$ cat config.mk
export PLATFORM = sky130hd
export DESIGN_NAME = vrf_access_scheduler_flat
export DESIGN_NICKNAME = d
export VERILOG_FILES = /design/src/rtl/vrf_access_scheduler_pkg.sv /design/src/rtl/vrf_access_scheduler_if.sv /design/src/rtl/vrf_access_scheduler_rr_arbiter.sv /design/src/rtl/vrf_access_scheduler.sv /design/src/flat_wrapper.sv
export SDC_FILE = /design/constraint.sdc
export NUM_CORES = 1
export LEC_CHECK = 0
export CAP_MARGIN = 5
export CORE_MARGIN = 8
export CORE_UTILIZATION = 40
export DETAILED_ROUTE_END_ITERATION = 16
export GPL_TIMING_DRIVEN = 0
export PLACE_DENSITY = 0.83
export SLEW_MARGIN = 20
export SYNTH_ARGS = -nofsm -noshare
export SYNTH_HDL_FRONTEND = slang
export SYNTH_SLANG_ARGS = --single-unit
$ cat constraint.sdc
create_clock -name clk -period 5.4 [get_ports clk]
set_clock_uncertainty 0.1 [all_clocks]
set_input_delay 0.81 -clock clk [delete_from_list [all_inputs] [get_ports clk]]
set_output_delay 0.81 -clock clk [all_outputs]
set_load 0.02 [all_outputs]
$ cat src/rtl/vrf_access_scheduler_pkg.sv
// Shared definitions for the VRF access scheduler: FSM state encoding,
// requester command layout and the field widths derived from the vector length.
package vrf_sched_pkg;

  localparam int unsigned DEF_VECTOR_LENGTH = 32'd1024;

  // Width of the vector_length field: one extra bit so a full register fits.
  function automatic int unsigned vlw_f(input int unsigned vector_length);
    return $clog2(vector_length / 32'd32) + 32'd1;
  endfunction

  localparam int unsigned VLW    = vlw_f(DEF_VECTOR_LENGTH);
  localparam int unsigned TYPE_W = 32'd2;
  localparam int unsigned REG_W  = 32'd5;
  localparam int unsigned VMUL_W = 32'd2;
  localparam int unsigned ALU_W  = 32'd3;

  typedef enum logic [1:0] {
    ST_IDLE  = 2'd0,
    ST_START = 2'd1,
    ST_ACK   = 2'd2,
    ST_RUN   = 2'd3
  } vrf_sched_state_t;

  typedef struct packed {
    logic [TYPE_W-1:0] acc_type;
    logic [REG_W-1:0]  vs1;
    logic [REG_W-1:0]  vs2;
    logic [REG_W-1:0]  vd;
    logic [VMUL_W-1:0] vmul;
    logic [VLW-1:0]    vl;
    logic [ALU_W-1:0]  alu_exe_time;
  } vrf_cmd_t;

  localparam int unsigned CMD_W = $bits(vrf_cmd_t);

endpackage

$ cat src/rtl/vrf_access_scheduler_if.sv
// Request bus between the two requesters (arithmetic issue, load/store) and
// the scheduler: per-requester valid, one-hot ready and the two command words.
interface vrf_access_scheduler_if;
  import vrf_sched_pkg::*;

  logic [1:0] req_valid;
  logic [1:0] req_ready;
  vrf_cmd_t   req0_cmd;
  vrf_cmd_t   req1_cmd;

  modport master (output req_valid, req0_cmd, req1_cmd, input req_ready);
  modport slave  (input req_valid, req0_cmd, req1_cmd, output req_ready);
endinterface

$ cat src/rtl/vrf_access_scheduler_rr_arbiter.sv
// Two-way round-robin grant; the pointer moves to the losing requester on
// every accepted grant.
module vrf_rr_arbiter (
  input  logic       clk,
  input  logic       reset,
  input  logic       enable,
  input  logic [1:0] valid,
  output logic [1:0] grant,
  output logic       accept
);

  logic rr_r;

  // Prefer the pointed-to requester, fall back to the other one.
  always_comb begin
    grant = 2'b00;
    if (enable) begin
      if (rr_r == 1'b0) begin
        if (valid[0])      grant = 2'b01;
        else if (valid[1]) grant = 2'b10;
        else               grant = 2'b00;
      end else begin
        if (valid[1])      grant = 2'b10;
        else if (valid[0]) grant = 2'b01;
        else               grant = 2'b00;
      end
    end else begin
      grant = 2'b00;
    end
  end

  assign accept = |grant;

  // Pointer update: the requester just served loses priority.
  always_ff @(posedge clk or negedge reset) begin
    if (!reset) begin
      rr_r <= 1'b0;
    end else if (accept) begin
      rr_r <= grant[0];
    end
  end

endmodule

$ cat src/rtl/vrf_access_scheduler.sv
// Arbitrates two requesters onto the VRF address generator and sequences it.
// Optional watchdog with sticky error_o is enabled by VRF_SCHED_TIMEOUT_EN.
module vrf_access_scheduler
  import vrf_sched_pkg::*;
#(
  parameter int unsigned VECTOR_LENGTH = DEF_VECTOR_LENGTH
`ifdef VRF_SCHED_TIMEOUT_EN
  , parameter int unsigned TIMEOUT_CYCLES = 32'd4096
`endif
) (
  input  logic                                 clk,
  input  logic                                 reset,
  vrf_access_scheduler_if.slave                req_bus,
  output logic [1:0]                           vrf_type_of_access_o,
  output logic [4:0]                           vs1_address_o,
  output logic [4:0]                           vs2_address_o,
  output logic [4:0]                           vd_address_o,
  output logic [1:0]                           vmul_o,
  output logic [vlw_f(VECTOR_LENGTH)-1:0]      vector_length_o,
  output logic [2:0]                           alu_exe_time_o,
  output logic                                 gen_start_o,
  input  logic                                 gen_ready_i,
  output logic                                 busy_o,
  output logic                                 grant_id_o,
  output logic                                 done_o
`ifdef VRF_SCHED_TIMEOUT_EN
  , output logic                               error_o
`endif
);

  vrf_sched_state_t state_r;
  vrf_cmd_t         cmd_r;
  vrf_cmd_t         sel_cmd_s;
  logic             grant_id_r;
  logic             gen_start_r;
  logic             skip_r;
  logic [1:0]       grant_s;
  logic             accept_s;
  logic             arb_en_s;
  logic             timeout_s;
  logic             run_done_s;

  // Gating with reset keeps req_ready low while reset is asserted.
  assign arb_en_s = reset && (state_r == ST_IDLE) && gen_ready_i;

  vrf_rr_arbiter u_arb (
    .clk    (clk),
    .reset  (reset),
    .enable (arb_en_s),
    .valid  (req_bus.req_valid),
    .grant  (grant_s),
    .accept (accept_s)
  );

  assign req_bus.req_ready = grant_s;

  // Command of the requester being granted this cycle.
  always_comb begin
    sel_cmd_s = req_bus.req0_cmd;
    if (grant_s[1]) sel_cmd_s = req_bus.req1_cmd;
    else            sel_cmd_s = req_bus.req0_cmd;
  end

`ifdef VRF_SCHED_TIMEOUT_EN
  localparam int unsigned TCW = $clog2(TIMEOUT_CYCLES + 32'd1);
  logic [TCW-1:0] tcnt_r;
  logic           error_r;

  assign timeout_s = (state_r == ST_RUN) && !skip_r && (tcnt_r == TCW'(TIMEOUT_CYCLES - 32'd1));

  // Watchdog: held at zero outside RUN, counts RUN cycles, error is sticky.
  always_ff @(posedge clk or negedge reset) begin
    if (!reset) begin
      tcnt_r  <= {TCW{1'b0}};
      error_r <= 1'b0;
    end else if (state_r != ST_RUN) begin
      tcnt_r <= {TCW{1'b0}};
    end else begin
      tcnt_r <= tcnt_r + TCW'(1);
      if (timeout_s) error_r <= 1'b1;
    end
  end

  assign error_o = error_r;
`else
  assign timeout_s = 1'b0;
`endif

  // A zero-length command passes through RUN for a single done cycle.
  assign run_done_s = (state_r == ST_RUN) && (gen_ready_i || skip_r) && !timeout_s;

  // Sequencer and configuration registers.
  always_ff @(posedge clk or negedge reset) begin
    if (!reset) begin
      state_r     <= ST_IDLE;
      cmd_r       <= vrf_cmd_t'({CMD_W{1'b0}});
      grant_id_r  <= 1'b0;
      gen_start_r <= 1'b0;
      skip_r      <= 1'b0;
    end else begin
      gen_start_r <= 1'b0;
      case (state_r)
        ST_IDLE: begin
          if (accept_s) begin
            cmd_r      <= sel_cmd_s;
            grant_id_r <= grant_s[1];
            if (sel_cmd_s.vl == {VLW{1'b0}}) begin
              skip_r  <= 1'b1;
              state_r <= ST_RUN;
            end else begin
              skip_r      <= 1'b0;
              gen_start_r <= 1'b1;
              state_r     <= ST_START;
            end
          end
        end
        ST_START: state_r <= ST_ACK;
        // The generator only drops ready one cycle after start, so ACK ignores it.
        ST_ACK:   state_r <= ST_RUN;
        ST_RUN: begin
          if (timeout_s || run_done_s) state_r <= ST_IDLE;
        end
        default:  state_r <= ST_IDLE;
      endcase
    end
  end

  assign vrf_type_of_access_o = cmd_r.acc_type;
  assign vs1_address_o        = cmd_r.vs1;
  assign vs2_address_o        = cmd_r.vs2;
  assign vd_address_o         = cmd_r.vd;
  assign vmul_o               = cmd_r.vmul;
  assign vector_length_o      = cmd_r.vl;
  assign alu_exe_time_o       = cmd_r.alu_exe_time;
  assign gen_start_o          = gen_start_r;
  assign grant_id_o           = grant_id_r;
  assign busy_o               = (state_r != ST_IDLE);
  assign done_o               = run_done_s;

endmodule

$ cat src/flat_wrapper.sv
// flat-port wrapper written by rule: the top's interface ports become plain ports
module vrf_access_scheduler_flat import vrf_sched_pkg::*;
#(
  parameter int unsigned VECTOR_LENGTH = DEF_VECTOR_LENGTH

)
  (clk, reset, vrf_type_of_access_o, vs1_address_o, vs2_address_o, vd_address_o, vmul_o, vector_length_o, alu_exe_time_o, gen_start_o, gen_ready_i, busy_o, grant_id_o, done_o, req_bus_req_valid, req_bus_req0_cmd, req_bus_req1_cmd, req_bus_req_ready);
  vrf_access_scheduler_if req_bus_i ();
  input  logic clk;
  input  logic reset;
  output logic [1:0] vrf_type_of_access_o;
  output logic [4:0] vs1_address_o;
  output logic [4:0] vs2_address_o;
  output logic [4:0] vd_address_o;
  output logic [1:0] vmul_o;
  output logic [vlw_f(VECTOR_LENGTH)-1:0] vector_length_o;
  output logic [2:0] alu_exe_time_o;
  output logic gen_start_o;
  input  logic gen_ready_i;
  output logic busy_o;
  output logic grant_id_o;
  output logic done_o;
  input wire logic [$bits(req_bus_i.req_valid)-1:0] req_bus_req_valid;
  input wire logic [$bits(req_bus_i.req0_cmd)-1:0] req_bus_req0_cmd;
  input wire logic [$bits(req_bus_i.req1_cmd)-1:0] req_bus_req1_cmd;
  output wire logic [$bits(req_bus_i.req_ready)-1:0] req_bus_req_ready;
  assign req_bus_i.req_valid = req_bus_req_valid;
  assign req_bus_i.req0_cmd = req_bus_req0_cmd;
  assign req_bus_i.req1_cmd = req_bus_req1_cmd;
  assign req_bus_req_ready = req_bus_i.req_ready;
  vrf_access_scheduler #(.VECTOR_LENGTH(VECTOR_LENGTH)) u_core (.clk(clk), .reset(reset), .req_bus(req_bus_i), .vrf_type_of_access_o(vrf_type_of_access_o), .vs1_address_o(vs1_address_o), .vs2_address_o(vs2_address_o), .vd_address_o(vd_address_o), .vmul_o(vmul_o), .vector_length_o(vector_length_o), .alu_exe_time_o(alu_exe_time_o), .gen_start_o(gen_start_o), .gen_ready_i(gen_ready_i), .busy_o(busy_o), .grant_id_o(grant_id_o), .done_o(done_o));
endmodule
======== After elaboration in Yosys (flattened, before gate mapping) ========
Cells that the tools add are included.
storage, ports and cells
  flip-flop bits (word level) ............. 34
  bits in latches ......................... 0
  memory bits (writable) .................. 0
  ROM bits ................................ 0
  output and inout bits ................... 34
  memories kept ........................... 0
cells by class
  add/sub/neg operators ................... 0
  multiply operators ...................... 0
  div/mod/pow operators ................... 0
  order comparisons ....................... 0
  equal/unequal tests ..................... 5
  shift-type cells ........................ 0
  multiplexer cells ....................... 15
  bitwise operators ....................... 0
  reduce and logical (&&, ||, !) cells .... 10
operator list
  cell                                                             count
  28-bit 2-to-1 mux                                                1
  2-bit 2-to-1 mux                                                 8
  2-bit one-hot mux with 4 select lines                            1
  6-bit logical NOT                                                1
  1-bit 2-to-1 mux                                                 5
  2-bit == test, second input constant                             2
  2-bit AND reduction                                              2
  1-bit logical AND                                                3
  2-bit by 1-bit == test with 1-bit output, second input constant  1
  2-bit logical NOT                                                1
  2-bit by 1-bit != test with 1-bit output, second input constant  1
  2-bit != test, second input constant                             1
  2-bit nonzero test                                               1
  2-bit OR reduction                                               1
  1-bit logical OR                                                 1

======== Logic depth before layout (Yosys ltp) ========
  word-level depth ........................ 9
  depth in mapped cells ................... 7
  gate-level depth less buffers ........... 6

======== Hierarchy ========
Synthesis repeated with hierarchy kept, for this count alone.
second synthesis, totals
  cell total of the unflattened synthesis .. 165
  area total of the unflattened synthesis .. 1680.4 um2
by module, submodules not included
  module                times used  cells an instance  area each (um2)  seq. area each (um2)
  vrf_access_scheduler  1           156                1611.5           825.8
  vrf_rr_arbiter        1           9                  68.8             25.0

======== Worst setup path before layout ========
OpenSTA, ideal clock, no wires.
  kind .................................... input to output
  start point ............................. input port gen_ready_i
  end point ............................... output port req_bus_req_ready[1]
  arrival ................................. 1.666 ns
  data required time ...................... 4.490 ns
  path slack .............................. 2.824 ns
  cell stages on the path ................. 5
  path buffers ............................ 2
  path through ............................ and3_1 -> nand3_2 -> buf_2 -> buf_2 -> inv_1
between the ends
  longest elaborated chain between the ends .. 2
RTL lines
  element            line                                   text
  start, declared    flat_wrapper.sv:19                     input logic gen_ready_i;
  1-bit logical AND  vrf_access_scheduler.sv:44             assign arb_en_s = reset && (state_r == ST_IDLE) && gen_ready_i;
  2-bit 2-to-1 mux   vrf_access_scheduler_rr_arbiter.sv:17  if (enable) begin
  end, declared      flat_wrapper.sv:26                     output wire logic [$bits(req_bus_i.req_ready)-1:0] req_bus_req_ready;
Every way passes these cells.

======== Worst setup path after layout ========
Same ends and word-level chain as after synthesis.

==> impl_metrics.yaml <==
timing:
  unrepaired_setup_endpoints_after_global_routing: "false"
  report.final.setup_viol: 0
  timing.final.max_slew_violations: 0
  worst-slew-pin-transition_ps: 524
  period_share: 0.705
  hold_viol: 0
  setup_ws_ps: 1590
  timing.max_slew.rel_slack: 0.650
  setup_tns_ps: 0
  post-route-min-period_ps: 3810
  timing.fmax_mhz: 263
layout:
  finalNonFillerCells: 321
  design.final.nets: 335
  antenna_cells_inserted: 0
  drive_gt1_frac: 0.0775
  flow.area_growth_from_synthesis_pct: 67.1
run:
  maxCapViolations: 0
route:
  antenna_violating_nets_post_route: 0
  routed_wl_um: 5140
  via_per_inst: 4.98
  post-route-drc-count: 0
  drt_iter0_markers: 76
  drt-wirelength-per-cell_um: 16.0
  routed-via-count: 1599
  firstDrtPassIters: 4
clock_tree:
  cts_sinks: 34
  worst_skew_pair.late_latency_ps: 280
  clock_tree.htree_level_count: 2
  cts_tree: "built"
  post_cts_setup_buffer_count: 0
  clk_pin_slew_worst_paths_ps: 70
  cts_buffer_depth: 2
  cts_inserted_buffers: 5
  cts_root_buffer: "sky130_fd_sc_hd__clkbuf_8"
  hold_buffers: 0
  cts-resized-gates: 0
worst_setup_path:
  worstPathCellList: "clkdlybuf4s50_1 -> and3_1 -> nand3_2 -> buf_2 -> buf_2 -> inv_1 -> clkdlybuf4s50_1"
  critPathSlowestCell: "sky130_fd_sc_hd__clkdlybuf4s50_1"
  critPathBufInv: 5
  startpoint_type: "input port"
  cp.required_ps: 4490
  crit_arrival_ps: 2900
  crit_path_max_incr_delay_ps: 590
  cp_top_family: "buffers and inverters"
  crit_fanout: 10
  worst-setup-path-type: "in2out"
  worstSetupEndpointType: "output port"
synthesis:
  yosysMostFrequentCell: "sky130_fd_sc_hd__dfrtp_1"
  synth.net_count: 233
  yosys.cell_types.count: 27
  post_synth_most_frequent_cells: "sky130_fd_sc_hd__dfrtp_1, sky130_fd_sc_hd__nor2_1, sky130_fd_sc_hd__a21oi_1, sky130_fd_sc_hd__mux2i_1, sky130_fd_sc_hd__nand2_1"
  synth_seq_area_share: 0.503
  postSynth.asyncResetShare: 1.00
  post_synth_main_area_contributors: "sky130_fd_sc_hd__dfrtp_1, sky130_fd_sc_hd__mux2i_1, sky130_fd_sc_hd__a21oi_1, sky130_fd_sc_hd__nor2_1, sky130_fd_sc_hd__ha_1"
  yosys.area.top_type: "sky130_fd_sc_hd__dfrtp_1"
  ys.flop_type: "sky130_fd_sc_hd__dfrtp_1"
  synth_warnings: 0
  synthesis.area_um2: 1690
  yosysTopAreaCellShare: 0.503
  synth_enable_flop_cells: 0
  synth.avg_cell_area_um2: 10.1
  syn_inst: 168
  synth-seq-cells: 34
grt:
  antenna_found_initial: 0
  global_route_wire_length_before_repair_um: 7930
  groute.usage.overall: 0.156
  grt_max_degree: 21
  aggregate_global_routing_overflow: 0
  grt_pass1_vias: 1661
placed_design:
  place_congestion: 0.798
  dp_hpwl_um: 4090
  dpl.cell_count: 313
  buffer_ports.inserted: 94
  placement.setup.worst_slack_ps: 1590
floorplan:
  floorplan.initialDensity: 0.420
  chipHeight_um: 81.1
  floorplan.rows: 23
  core_um2: 4030
  die-width_um: 81.1
  ioPinCount: 95
  die-area_um2: 6570
power_and_ir_drop:
  power.density_nw_per_um2: 488
  worst_vdd_rail_ir_drop_mv: 0.250
  total_leakage_power_nw: 1.38
status:
  run_status: "finished, final reports clean"
min_path:
  min-delay-path-class: "in2async"
[worst paths after layout]
kind | start | slack (ps) | end | cells after the start
worst min register to register | u_core.grant_id_o$_DFFE_PN0P_ | 410 | u_core.grant_id_o$_DFFE_PN0P_ | 2
worst max register to register | u_core.state_r[1]$_DFFE_PN0P_ | 3450 | u_core.vd_address_o[1]$_DFFE_PN0P_ | 7
worst min-delay path | reset | 380 | u_core.alu_exe_time_o[2]$_DFFE_PN0P_ | 1
max in group asynchronous | reset | 4360 | u_core.vs1_address_o[1]$_DFFE_PN0P_ | 2
worst max-delay path | gen_ready_i | 1590 | req_bus_req_ready[1] | 7
min in group clk | u_core.grant_id_o$_DFFE_PN0P_ | 410 | u_core.grant_id_o$_DFFE_PN0P_ | 2
[cell families (layout without fill, tap and decap cells)]
logic type	count (synthesis)	in the layout	synth area share
simple gates	48	48	0.123
compound gates	37	37	0.126
buf+inv	15	118	0.0399
mux	30	30	0.178
flops	34	34	0.503
fa+ha+maj	4	4	0.0296
[area by class of cell]
type / count / area, um2
Buffer: 9 / 45.0
Clock buffer: 8 / 110
Fill cell: 327 / 1200
Inverter: 6 / 22.5
Multi-Input combinational cell: 119 / 774
Sequential cell: 34 / 851
Tap cell: 50 / 62.6
Timing Repair Buffer: 95 / 963
[cell usage in the layout, fill, tap and decap left out, drive strengths merged]
master,n
a311o,1
o21ai,3
dfrtp,34
nand2,7
buf,9
nand2b,1
o211ai,1
and3,1
mux2i,29
a22o,1
or4,1
o21a,1
or2,1
ha,4
clkdlybuf4s50,93
inv,6
a21oi,29
nor2,32
mux2,1
nor4,1
nand3,3
o221a,1
nor3,1
clkbuf,10
[power by group]
group / leakage, nW / internal, mW / switching (mW)
logic: 0.924 / 0.371 / 0.347
clock network: 0.0575 / 0.129 / 0.0899
registers: 0.399 / 0.380 / 0.0633
total: 1.38 / 0.879 / 0.500
[per-stage QoR]
stage	util	area (um2)	total power, mW	hold WS, ps
finish	0.702	2830	1.38	384
global route	0.702	2830	1.47	398
CTS	0.702	2830	1.40	386
detailed placement	0.675	2720	1.18	377
global placement	0.669	2700	1.15	360
floorplan	-	1690	0.819	361
[sequential cells by signal, summed over array words and instances (netlist names)]
register and flops:
u_core.vs2_address_o 5, u_core.vd_address_o 5, u_core.vector_length_o 6, u_core.vrf_type_of_access_o 2
u_core.gen_start_o 1, u_core.state_r 2, u_core.vs1_address_o 5, u_core.u_arb.rr_r 1
u_core.vmul_o 2, u_core.grant_id_o 1, u_core.alu_exe_time_o 3, u_core.skip_r 1
[per-layer routing]
layer	GRT usage	vias to the layer above	wire, um
met5	0	-	0
met4	0.0393	0	57
met3	0.0541	7	381
met2	0.277	52	2590
met1	0.174	754	2110
li1	-	786	-
Power figures use the tool's default switching activity.
==> edit (same flow settings) <==
Set the package constant `DEF_VECTOR_LENGTH` to 32'd512 (it was 32'd1024).
--- a/src/rtl/vrf_access_scheduler_pkg.sv
+++ b/src/rtl/vrf_access_scheduler_pkg.sv
@@ -2,7 +2,7 @@
 // requester command layout and the field widths derived from the vector length.
 package vrf_sched_pkg;
 
-  localparam int unsigned DEF_VECTOR_LENGTH = 32'd1024;
+  localparam int unsigned DEF_VECTOR_LENGTH = 32'd512;
 
   // Width of the vector_length field: one extra bit so a full register fits.
   function automatic int unsigned vlw_f(input int unsigned vector_length);
Ports: changed (resized req_bus_req0_cmd, req_bus_req1_cmd and vector_length_o); port bits go from 95 to 92. No check against the original RTL was run, so the function may have changed too.
==> edit against the original RTL <==
  * Critical path type unchanged
  * Synthesized cell count is 4.2% lower
  * Power decreased by 9.3%
  * Count of clock-buffer cells in the layout down 1
  * Sequential cell count decreased by 1
  * Sequential share of layout area grew 0.16 points
  * Area after synthesis decreased by 3.0%
  * Critical path depth unchanged
  * Routed wire length down 6.2%
  * Largest cell class unchanged
  * Worst setup slack better by 0.079 ns
  * Final area down 3.4%
==> edit: results (changes against the original RTL) <==
metric,value,unit,change
Worst-Margin Slew,0.4326,ns,-0.09173 ns
Hold Path Class,in -> async,,
post-layout minimum cycle time,3.730,ns,-0.07878 ns
htree depth,2,,unchanged
VDD IR max,0.2333,mV,-6.7%
Final Wtd Congestion,0.8035,,+0.65%
Post-CTS Hold Fix Bufs,0,,unchanged
Filler cells,350,,+7.0%
antenna violations before repair,0,,unchanged
drt total wl,4.823,mm,-6.2%
DP Area,0.002630,mm²,-3.3%
yosys warns,0,,unchanged
Main synth FF type,dfrtp_1,,
"Hold Vio Cnt, Final",0,,unchanged
Avg Inst Size Synth,10.20,µm²,+1.2%
Static Leak,1.324,nW,-4.1%
top cell types by occurrence after synthesis,"dfrtp_1 (33), nand2_1 (29), mux2i_1 (28)",,
final non-filler cell total,311,,-3.1%
Mapped Nets,224,,-3.9%
layout cells sized above 1,0.08429,,+0.006800
Synth area leaders,"dfrtp_1 (50%), mux2i_1 (17%), o21ai_0 (7.3%)",,
register area share after synthesis,0.5030,,about the same
vias in the first global route,1582,,-4.8%
Initial DRC Count,44,,-42%
Synth cell types,26,,-3.7%
CP max stage delay,0.64,ns,+0.05 ns
first-pass GRT wire length,7.569,mm,-4.5%
Port Buf Inserts,91,,-3.2%
status,"finished, final reports clean",,
final net count,323,,-3.6%
Sw Share,0.3642,,+0.001707
via count,1534,,-4.1%
worst skew pair latency,0.28,ns,about the same
root buf cell,clkbuf_8,,
HPWL Detailed,3.847,mm,-5.9%
largest net degree at the start of global routing,32,,+52%
# placed instances,303,,-3.2%
Place WS,1.649,ns,+0.06129 ns
"Arr. time, crit path",2.82,ns,-0.08 ns
gr usage total,0.1490,,-0.006974
-- edit: cell count changes in the layout (fill, tap and decap cells not counted), moves of 2 or more --
cell	unedited run	this run
nand3_2	2	0
nor2_1	32	6
nand2_1	7	29
o21ai_1	0	2
buf_1	2	0
o21ai_0	2	24
a21oi_1	29	5
clkdlybuf4s50_1	93	90
-- edit: cell type report --
| class | count | area, µm² | share of cell area |
|---|---|---|---|
| Timing Repair Buffer | 92 | 925.9 | 0.3390 |
| Sequential cell | 33 | 825.8 | 0.3023 |
| Multi-Input combinational cell | 112 | 735.7 | 0.2694 |
| Clock buffer | 7 | 96.34 | 0.03527 |
| Tap cell | 50 | 62.56 | 0.02290 |
| Buffer | 9 | 53.80 | 0.01970 |
| Inverter | 7 | 26.28 | 0.009620 |
| Clock inverter | 1 | 5.005 | 0.001832 |
-- edit: path summary, 6_finish.rpt --
path                       depth (start not counted)  slack, ns         startpoint                      end
setup / recovery                                   7       1.67        gen_ready_i     req_bus_req_ready[1]
hold / removal                                     1       0.24              reset            u_core.skip_r
setup reg to reg                                   8       3.40  u_core.state_r[1]  u_core.vs2_address_o[3]
hold reg to reg                                    2       0.38  u_core.grant_id_o        u_core.grant_id_o
max in group asynchronous                          2       4.58              reset   u_core.vd_address_o[1]
min in group clk                                   2       0.38  u_core.grant_id_o        u_core.grant_id_o
-- edit: logic make-up after synthesis --
logic type / after synthesis / synth area share
buf+inv: 16 / 0.04878
compound gates: 37 / 0.1281
fa+ha+maj: 4 / 0.03049
simple gates: 42 / 0.1120
mux: 29 / 0.1776
flops: 33 / 0.5030
-- edit: layer usage --
| metal | share of wire | up-vias | track usage |
|---|---|---|---|
| li1 | - | 750 | - |
| met1 | 0.43 | 719 | 0.1751 |
| met2 | 0.47 | 58 | 0.2498 |
| met3 | 0.089 | 7 | 0.05134 |
| met4 | 0.012 | 0 | 0.04364 |
| met5 | 0 | - | 0 |
-- edit: power groups by stage --
stage	Sequential [mW]	Clock, mW	Combinational [mW]
after floorplan	0.546	0	0.193
after global placement	0.417	0	0.626
after detailed placement	0.426	0	0.638
after CTS	0.422	0.208	0.640
after global routing	0.432	0.218	0.680
final	0.420	0.201	0.630
-- edit: worst register-to-register path, delay by kind of cell (launching register included) --
| kind | cells | cell delay, ns |
|---|---|---|
| simple gates | 2 | 0.31 |
| fa+ha+maj | 1 | 0.23 |
| compound gates | 1 | 0.10 |
| flops | 1 | 0.41 |
| buf+inv | 3 | 0.51 |
| mux | 1 | 0.22 |
